## src/rtl/banco_registradores_param_if.sv

```systemverilog
// Register bank port bundle: two read ports, write port, scoreboard set.
// master = pipeline side, slave = register bank.
interface banco_registradores_param_if #(
    parameter int DATA_W = 16,
    parameter int ADDR_W = 4
);
    logic [ADDR_W-1:0] rd_addr_a;
    logic [ADDR_W-1:0] rd_addr_b;
    logic [DATA_W-1:0] rd_data_a;
    logic [DATA_W-1:0] rd_data_b;
    logic              we;
    logic [ADDR_W-1:0] wr_addr;
    logic [DATA_W-1:0] wr_data;
    logic              sb_set;
    logic [ADDR_W-1:0] sb_addr;
    logic              busy_a;
    logic              busy_b;
    logic              busy_any;

    modport master (
        output rd_addr_a, rd_addr_b,
        output we, wr_addr, wr_data,
        output sb_set, sb_addr,
        input  rd_data_a, rd_data_b,
        input  busy_a, busy_b, busy_any
    );

    modport slave (
        input  rd_addr_a, rd_addr_b,
        input  we, wr_addr, wr_data,
        input  sb_set, sb_addr,
        output rd_data_a, rd_data_b,
        output busy_a, busy_b, busy_any
    );
endinterface

```

## src/rtl/banco_registradores_param.sv

```systemverilog
// Parametrised register bank: 2 async reads, 1 sync write, busy scoreboard.
// Optional write-to-read bypass enabled by defining BANCO_BYPASS_EN.
module banco_registradores_param #(
    parameter int DATA_W   = 16,
    parameter int ADDR_W   = 4,
    parameter int NUM_REGS = 16,
    parameter int ZERO_REG = 0
) (
    input  logic                        clk,
    input  logic                        rst_n,
    banco_registradores_param_if.slave  bus
);

    logic [DATA_W-1:0]   regs_q [NUM_REGS];
    logic [DATA_W-1:0]   regs_d [NUM_REGS];
    logic [NUM_REGS-1:0] sb_q;
    logic [NUM_REGS-1:0] sb_d;
    logic                busy_any_q;
    logic                busy_any_d;

    logic                wr_ok;
    logic                sb_ok;
    logic [DATA_W-1:0]   rd_a;
    logic [DATA_W-1:0]   rd_b;
    logic                bz_a;
    logic                bz_b;

    // Register 0 is not addressable for writes when it is hardwired to zero
    function automatic logic legal(input logic [ADDR_W-1:0] a);
        logic in_range;
        logic is_zero;
        in_range = ({1'b0, a} < (ADDR_W+1)'(NUM_REGS));
        is_zero  = (ZERO_REG != 0) && (a == '0);
        return in_range && !is_zero;
    endfunction

    assign wr_ok = bus.we && legal(bus.wr_addr);
    assign sb_ok = bus.sb_set && legal(bus.sb_addr);

    // Set after clear so a newly issued producer wins over write-back
    always_comb begin
        regs_d = regs_q;
        sb_d   = sb_q;
        for (int i = 0; i < NUM_REGS; i++) begin
            if (wr_ok && bus.wr_addr == ADDR_W'(i)) begin
                regs_d[i] = bus.wr_data;
                sb_d[i]   = 1'b0;
            end
            if (sb_ok && bus.sb_addr == ADDR_W'(i)) begin
                sb_d[i] = 1'b1;
            end
        end
        busy_any_d = |sb_d;
    end

    always_ff @(posedge clk or negedge rst_n) begin
        if (!rst_n) begin
            for (int i = 0; i < NUM_REGS; i++) begin
                regs_q[i] <= '0;
            end
            sb_q       <= '0;
            busy_any_q <= 1'b0;
        end else begin
            for (int i = 0; i < NUM_REGS; i++) begin
                regs_q[i] <= regs_d[i];
            end
            sb_q       <= sb_d;
            busy_any_q <= busy_any_d;
        end
    end

    // Out-of-range addresses match no entry and fall through to zero
    always_comb begin
        rd_a = '0;
        rd_b = '0;
        bz_a = 1'b0;
        bz_b = 1'b0;
        for (int i = 0; i < NUM_REGS; i++) begin
            if (bus.rd_addr_a == ADDR_W'(i)) begin
                rd_a = regs_q[i];
                bz_a = sb_q[i];
            end
            if (bus.rd_addr_b == ADDR_W'(i)) begin
                rd_b = regs_q[i];
                bz_b = sb_q[i];
            end
        end
`ifdef BANCO_BYPASS_EN
        if (wr_ok && bus.wr_addr == bus.rd_addr_a) begin
            rd_a = bus.wr_data;
            bz_a = sb_ok && (bus.sb_addr == bus.rd_addr_a);
        end
        if (wr_ok && bus.wr_addr == bus.rd_addr_b) begin
            rd_b = bus.wr_data;
            bz_b = sb_ok && (bus.sb_addr == bus.rd_addr_b);
        end
`endif
        if (!rst_n) begin
            rd_a = '0;
            rd_b = '0;
            bz_a = 1'b0;
            bz_b = 1'b0;
        end
    end

    assign bus.rd_data_a = rd_a;
    assign bus.rd_data_b = rd_b;
    assign bus.busy_a    = bz_a;
    assign bus.busy_b    = bz_b;
    assign bus.busy_any  = busy_any_q;

endmodule

```

## src/flat_wrapper.sv

```systemverilog
// flat-port wrapper written by rule: the top's interface ports become plain ports
module banco_registradores_param_flat 
#(
    parameter int DATA_W   = 16,
    parameter int ADDR_W   = 4,
    parameter int NUM_REGS = 16,
    parameter int ZERO_REG = 0
)
  (clk, rst_n, bus_rd_addr_a, bus_rd_addr_b, bus_we, bus_wr_addr, bus_wr_data, bus_sb_set, bus_sb_addr, bus_rd_data_a, bus_rd_data_b, bus_busy_a, bus_busy_b, bus_busy_any);
  banco_registradores_param_if #(.DATA_W(DATA_W), .ADDR_W(ADDR_W)) bus_i ();
  input  logic clk;
  input  logic rst_n;
  input wire logic [$bits(bus_i.rd_addr_a)-1:0] bus_rd_addr_a;
  input wire logic [$bits(bus_i.rd_addr_b)-1:0] bus_rd_addr_b;
  input wire logic [$bits(bus_i.we)-1:0] bus_we;
  input wire logic [$bits(bus_i.wr_addr)-1:0] bus_wr_addr;
  input wire logic [$bits(bus_i.wr_data)-1:0] bus_wr_data;
  input wire logic [$bits(bus_i.sb_set)-1:0] bus_sb_set;
  input wire logic [$bits(bus_i.sb_addr)-1:0] bus_sb_addr;
  output wire logic [$bits(bus_i.rd_data_a)-1:0] bus_rd_data_a;
  output wire logic [$bits(bus_i.rd_data_b)-1:0] bus_rd_data_b;
  output wire logic [$bits(bus_i.busy_a)-1:0] bus_busy_a;
  output wire logic [$bits(bus_i.busy_b)-1:0] bus_busy_b;
  output wire logic [$bits(bus_i.busy_any)-1:0] bus_busy_any;
  assign bus_i.rd_addr_a = bus_rd_addr_a;
  assign bus_i.rd_addr_b = bus_rd_addr_b;
  assign bus_i.we = bus_we;
  assign bus_i.wr_addr = bus_wr_addr;
  assign bus_i.wr_data = bus_wr_data;
  assign bus_i.sb_set = bus_sb_set;
  assign bus_i.sb_addr = bus_sb_addr;
  assign bus_rd_data_a = bus_i.rd_data_a;
  assign bus_rd_data_b = bus_i.rd_data_b;
  assign bus_busy_a = bus_i.busy_a;
  assign bus_busy_b = bus_i.busy_b;
  assign bus_busy_any = bus_i.busy_any;
  banco_registradores_param #(.DATA_W(DATA_W), .ADDR_W(ADDR_W), .NUM_REGS(NUM_REGS), .ZERO_REG(ZERO_REG)) u_core (.clk(clk), .rst_n(rst_n), .bus(bus_i));
endmodule
```

## config.mk

```make
export PLATFORM = sky130hd
export DESIGN_NAME = banco_registradores_param_flat
export DESIGN_NICKNAME = d
export VERILOG_FILES = /design/src/rtl/banco_registradores_param_if.sv /design/src/rtl/banco_registradores_param.sv /design/src/flat_wrapper.sv
export SDC_FILE = /design/constraint.sdc
export NUM_CORES = 1
export LEC_CHECK = 0
export ABC_AREA = 1
export CELL_PAD_IN_SITES_DETAIL_PLACEMENT = 2
export CELL_PAD_IN_SITES_GLOBAL_PLACEMENT = 2
export CORE_MARGIN = 2
export CORE_UTILIZATION = 37
export CTS_CLUSTER_SIZE = 14
export DETAILED_ROUTE_END_ITERATION = 8
export GPL_TIMING_DRIVEN = 1
export PLACE_DENSITY_LB_ADDON = 0.1
export SLEW_MARGIN = 20
export SYNTH_ARGS = -nofsm -noshare
export SYNTH_HDL_FRONTEND = slang
export SYNTH_SLANG_ARGS = --single-unit
export TNS_END_PERCENT = 20
```

## constraint.sdc

```tcl
create_clock -name clk -period 3.8 [get_ports clk]
set_input_delay 0.38 -clock clk [delete_from_list [all_inputs] [get_ports clk]]
set_output_delay 0.38 -clock clk [all_outputs]
set_load 0.05 [all_outputs]
```

# [After elaboration in Yosys (flattened, before gate mapping)]
# Index checks and enable logic that the tools add are counted.
[op_classes] n_reduce_logical=37 shifts=0 bitwise_logic=0 div_mod_pow=0 mux=100 eq_ne=60 magnitude_cmp=0 n_mul=0 n_addsub=0
[op_table] cell="two-way mux 16 bit" count=34
[op_table] cell="equality test 4 bit (second input constant)" count=32
[op_table] cell="two-way mux 1 bit" count=66
[op_table] cell="equality test 4 x 3 -> 1 bit (second input constant)" count=16
[op_table] cell="equality test 4 x 2 -> 1 bit (second input constant)" count=8
[op_table] cell="logical AND 1 bit" count=32
[op_table] cell="equality test 4 x 1 -> 1 bit (second input constant)" count=4
[op_table] cell="zero test 4 bit" count=4
[op_table] cell="OR reduction 16 bit" count=1
[word_totals] ff_bits=273 wordCells=215 mem_bits_ro=0 memories=0 out_inout_bits=35 inputBits=36 ram_bits=0 latch_bits=0

# [Longest topological paths before layout]
[depth] depth_word=18 depth_mapped=16 mapped_depth_nobuf=16

# [Worst setup path before layout]
# Ideal clock, no wire load.
[synth_timing] path_type="input-to-output" from="in bus_rd_addr_b[3]" to="out bus_rd_data_b[13]" slack_ps=1247 arrival_ps=2173 required_ps=3420 n_path_buf=1 cell_stages=14 cell_sequence="inv_1 > nand2_1 > nor2_2 > buf_2 > nand2_1 > nand3_1 > nand2_1 > nand4_1 > nand2_1 > nand4_1 > nand2_1 > nand3_1 > nand2_1 > a21oi_1"
[synth_between] elab_chain_len=18 word_cells_on_any_way=33 classes_between="15 x eq/ne; 17 x mux; 1 x reduce/logical"
[synth_rtl] item="start: declaration" line="flat_wrapper.sv:14" text="input wire logic [$bits(bus_i.rd_addr_b)-1:0] bus_rd_addr_b;"
[synth_rtl] item="zero test 4 bit" line="banco_registradores_param.sv:83" text="if (bus.rd_addr_b == ADDR_W'(i)) begin"
[synth_rtl] item="two-way mux 16 bit (15 in a row)" line="banco_registradores_param.sv:83"
[synth_rtl] item="two-way mux 16 bit (*)" line="banco_registradores_param.sv:83"
[synth_rtl] item="two-way mux 16 bit (*)" line="banco_registradores_param.sv:98" text="if (!rst_n) begin"
[synth_rtl] item="end: declaration" line="flat_wrapper.sv:21" text="output wire logic [$bits(bus_i.rd_data_b)-1:0] bus_rd_data_b;"
# Every way passes the cells marked *; elsewhere a longest branch is shown, timed or not.

# [Worst setup path after layout]
[layout_timing] from="in bus_rd_addr_a[2]" to="out bus_rd_data_a[6]"
[layout_between] elab_chain_len=18 word_cells_on_any_way=33 classes_between="15 x eq/ne; 17 x mux; 1 x reduce/logical"
[layout_rtl] item="start: declaration" line="flat_wrapper.sv:13" text="input wire logic [$bits(bus_i.rd_addr_a)-1:0] bus_rd_addr_a;"
[layout_rtl] item="zero test 4 bit" line="banco_registradores_param.sv:79" text="if (bus.rd_addr_a == ADDR_W'(i)) begin"
[layout_rtl] item="two-way mux 16 bit (15 in a row)" line="banco_registradores_param.sv:79"
[layout_rtl] item="two-way mux 16 bit (*)" line="banco_registradores_param.sv:79"
[layout_rtl] item="two-way mux 16 bit (*)" line="banco_registradores_param.sv:98"
[layout_rtl] item="end: declaration" line="flat_wrapper.sv:20" text="output wire logic [$bits(bus_i.rd_data_a)-1:0] bus_rd_data_a;"
# Marks and branches as above.

==> metrics.md <==
| Metric | Value |
|---|---|
| DRT antenna net count | `0` |
| M1 GR Usage | `0.395` |
| Placed instance count | `2666` |
| Synthesized netlist cell count | `2109` |
| Simple-Gate Fraction of Synth Area | `0.308` |
| Fillcell total | `4567` |
| Busiest metal layer after global routing | `met2` |
| Largest family of logic cells by synthesized area | `simple AND/OR/NAND/NOR gates` |
| Final Critical Period | `3580 ps` |
| Synthesis Warnings | `0` |
| Lkg Pwr | `roughly 8 nW` |
| Worst-Margin Slew | `1020 ps` |
| Antenna cell count | `0` |
| WHS | `326 ps` |
| Clk slew on worst S/H paths | `~50 ps` |
| Global route overflow | `0` |
| Worst setup EP type | `output pin` |
| CTS tree | `done` |
| XOR/XNOR share of the synthesized area | `0` |
| FP Rows | `72` |
| Die area | `0.0412 mm2` |
| Max-Cap Viols | `0` |
| Seq cells post-synth | `273` |
| Final hold vios | `0` |
| Slew HR | `0.316` |
| Final worst slack | `217 ps` |
| Height of the die | `203 um` |
| Min-delay worst type | `in -> async` |
| Crit start category | `input port` |
| Chip width | `between 200 and 250 um` |
| PostCTS Resize Cnt | `0` |
| Final WL | `roughly 65000 um` |
| Crit-path max FO | `15` |
| Wire length of the first global-routing pass | `101000 um` |
| Residual DRC | `0` |
| Critical path class | `in -> out` |
| Routability cong. | `~0.87` |
| Setup violators final | `0` |
| Clock sinks | `roughly 270` |
| Post-place setup slack | `304 ps` |
| Longest Clk Path Bufs | `3` |
| Multi-input gate area | `0.00655 mm2` |
| Syn nets | `between 2000 and 2500` |
| Fin cells | `2727` |
| Synth Area in Adders | `0` |
| Final critical-path share of the clock period | `0.943` |
| Post-DP HPWL | `46500 um` |
| GRT Total Usage | `0.324` |
| Iteration-0 DRC Markers | `964` |
| Area delta synth->final | `20.2%` |
| RSZ-0062 raised after global routing | `true` |
| Syn Area/Cell | `6.94 um2` |
| Setup Buffers After CTS | `0` |
| Netlist cell types | `24` |
| Worst-Skew Late Latency | `540 ps` |
| Most common library cell in the layout ignoring fill and taps | `nand2_1` |
| Max VDD drop | `0.277 mV` |
| Avg WL per Cell | `23.9 um` |
| Fin nets | `2223` |
| Port bufs | `70` |
| Total power | `0.00927 W` |
| Core Region | `between 0.03 and 0.04 mm2` |
| H-Tree Depth | `2` |
| Starting Density | `0.377` |
| Drt via density | `5.69` |
| Multiplexer share of the synthesized area | `0` |
| FF+latch area | `0.00683 mm2` |
| Commonest cells after routing, fill and taps aside | `nand2_1, o21ai_0, dfrtp_1, inv_1, nor2_1` |
| Met2 Usage GRT | `0.579` |
| Via Count | `15500` |
| Clock root buffer | `clkbuf_16` |
| CP Data Required Time | `3420 ps` |
| Largest net degree at the start of global routing | `80` |
| Power per cell area | `527 mW/mm2` |
| I/O pins | `71` |
| Outcome | `finished, final reports clean` |
| Sequential fraction of the synthesis area | `0.467` |
| Layout cells sized above 1 | `0.0810` |
| CTS buffer count | `36` |
| Grt met3 use | `0.0332` |
| Layout Skew | `12.3 ps` |
| Drt first pass iters | `5` |
| Post-synthesis compound-gate area fraction | `0.139` |
| Initial antenna violation count | `0` |
| Slew Viols, Final | `0` |
| Fmax | `about 280 MHz` |
| Vias in the first global route | `~17000` |
| Worst path arrival time | `3200 ps` |
| Syn Std Cell Area | `0.0146 mm2` |
## cell usage after synthesis (all sizes together)
cell type	n	area, um2
clkinv	5	18.8
buf	21	106
a21oi	77	385
nand3	72	360
nor2	179	692
nand4	84	526
nand2	749	2810
nor3	4	25.0
o31ai	2	15.0
o21ai	312	1560
nor4	4	25.0
clkbuf	76	287
dfrtp	273	6830
o22ai	11	68.8
inv	230	863
or2	10	62.6
## flip-flops by register name, summed over array words and instances, names as in the netlist
signal / count
u_core.bus.busy_any: 1
u_core.regs_q: 256
u_core.sb_q: 16
## layer usage
metal	up-vias	part of all wire
li1	6873	-
met1	8133	0.42
met2	346	0.50
met3	159	0.033
met4	0	0.045
met5	-	0
## final cells by class
| cell class | instances | share of cell area |
|---|---|---|
| Inverter | 235 | 0.0501 |
| Tap cell | 518 | 0.0368 |
| Timing Repair Buffer | 137 | 0.0889 |
| Multi-Input combinational cell | 1504 | 0.372 |
| Clock buffer | 57 | 0.0614 |
| Clock inverter | 3 | 0.00228 |
| Sequential cell | 273 | 0.388 |
## worst max-delay path, cell delays in order
cell and delay, ps:
clkdlybuf4s50_1 550, inv_1 80, nor2_1 300, nand2_1 210, inv_1 530, nand2_1 120
nand4_1 160, nand2_1 70, nand4_1 110, nand2_1 80, nand3_1 80, nand2_1 90
a21oi_1 240, buf_12 170
## metrics by stage
step / instance area (um2) / util / TNS, ps
after CTS: 17600 / 0.453 / 0
after global placement: 16500 / 0.424 / 0
after floorplan: 14600 / - / 0
final: 17600 / 0.453 / 0
after detailed placement: 16500 / 0.424 / 0
after global routing: 17600 / 0.453 / -15.2
## final timing paths
kind	slack, ps	from	endpoint	cells after the start
worst max-delay path	220	bus_rd_addr_a[2]	bus_rd_data_a[6]	14
worst min-delay path	330	rst_n	u_core.regs_q[64]	2
worst max register to register	2260	u_core.sb_q[13]	u_core.bus.busy_any	4
worst min register to register	510	u_core.regs_q[6]	u_core.regs_q[6]	2
max in group asynchronous	2060	rst_n	u_core.regs_q[164]	4
min in group clk	510	u_core.regs_q[6]	u_core.regs_q[6]	2
## power breakdown
group / internal, W / leakage (nW) / switching, W
Sequential: 0.00355 / 3.34 / 0.000455
Combinational: 0.000634 / 4.25 / 0.00126
Clock: 0.00200 / 0.550 / 0.00136
## repair_timing
action,4_1_cts,5_1_grt
endpoints found under the hold margin,18,0
hold buffers,1,0
endpoints found under the setup margin,0,2
## cells by family (layout without fill, tap and decap cells)
group | count (synthesis) | after routing
buffers and inverters | 332 | 432
flip-flops | 273 | 273
AO/OA/AOI/OAI | 402 | 402
AND/OR/NAND/NOR | 1102 | 1102
No activity file was read; power rests on OpenSTA's default activity.
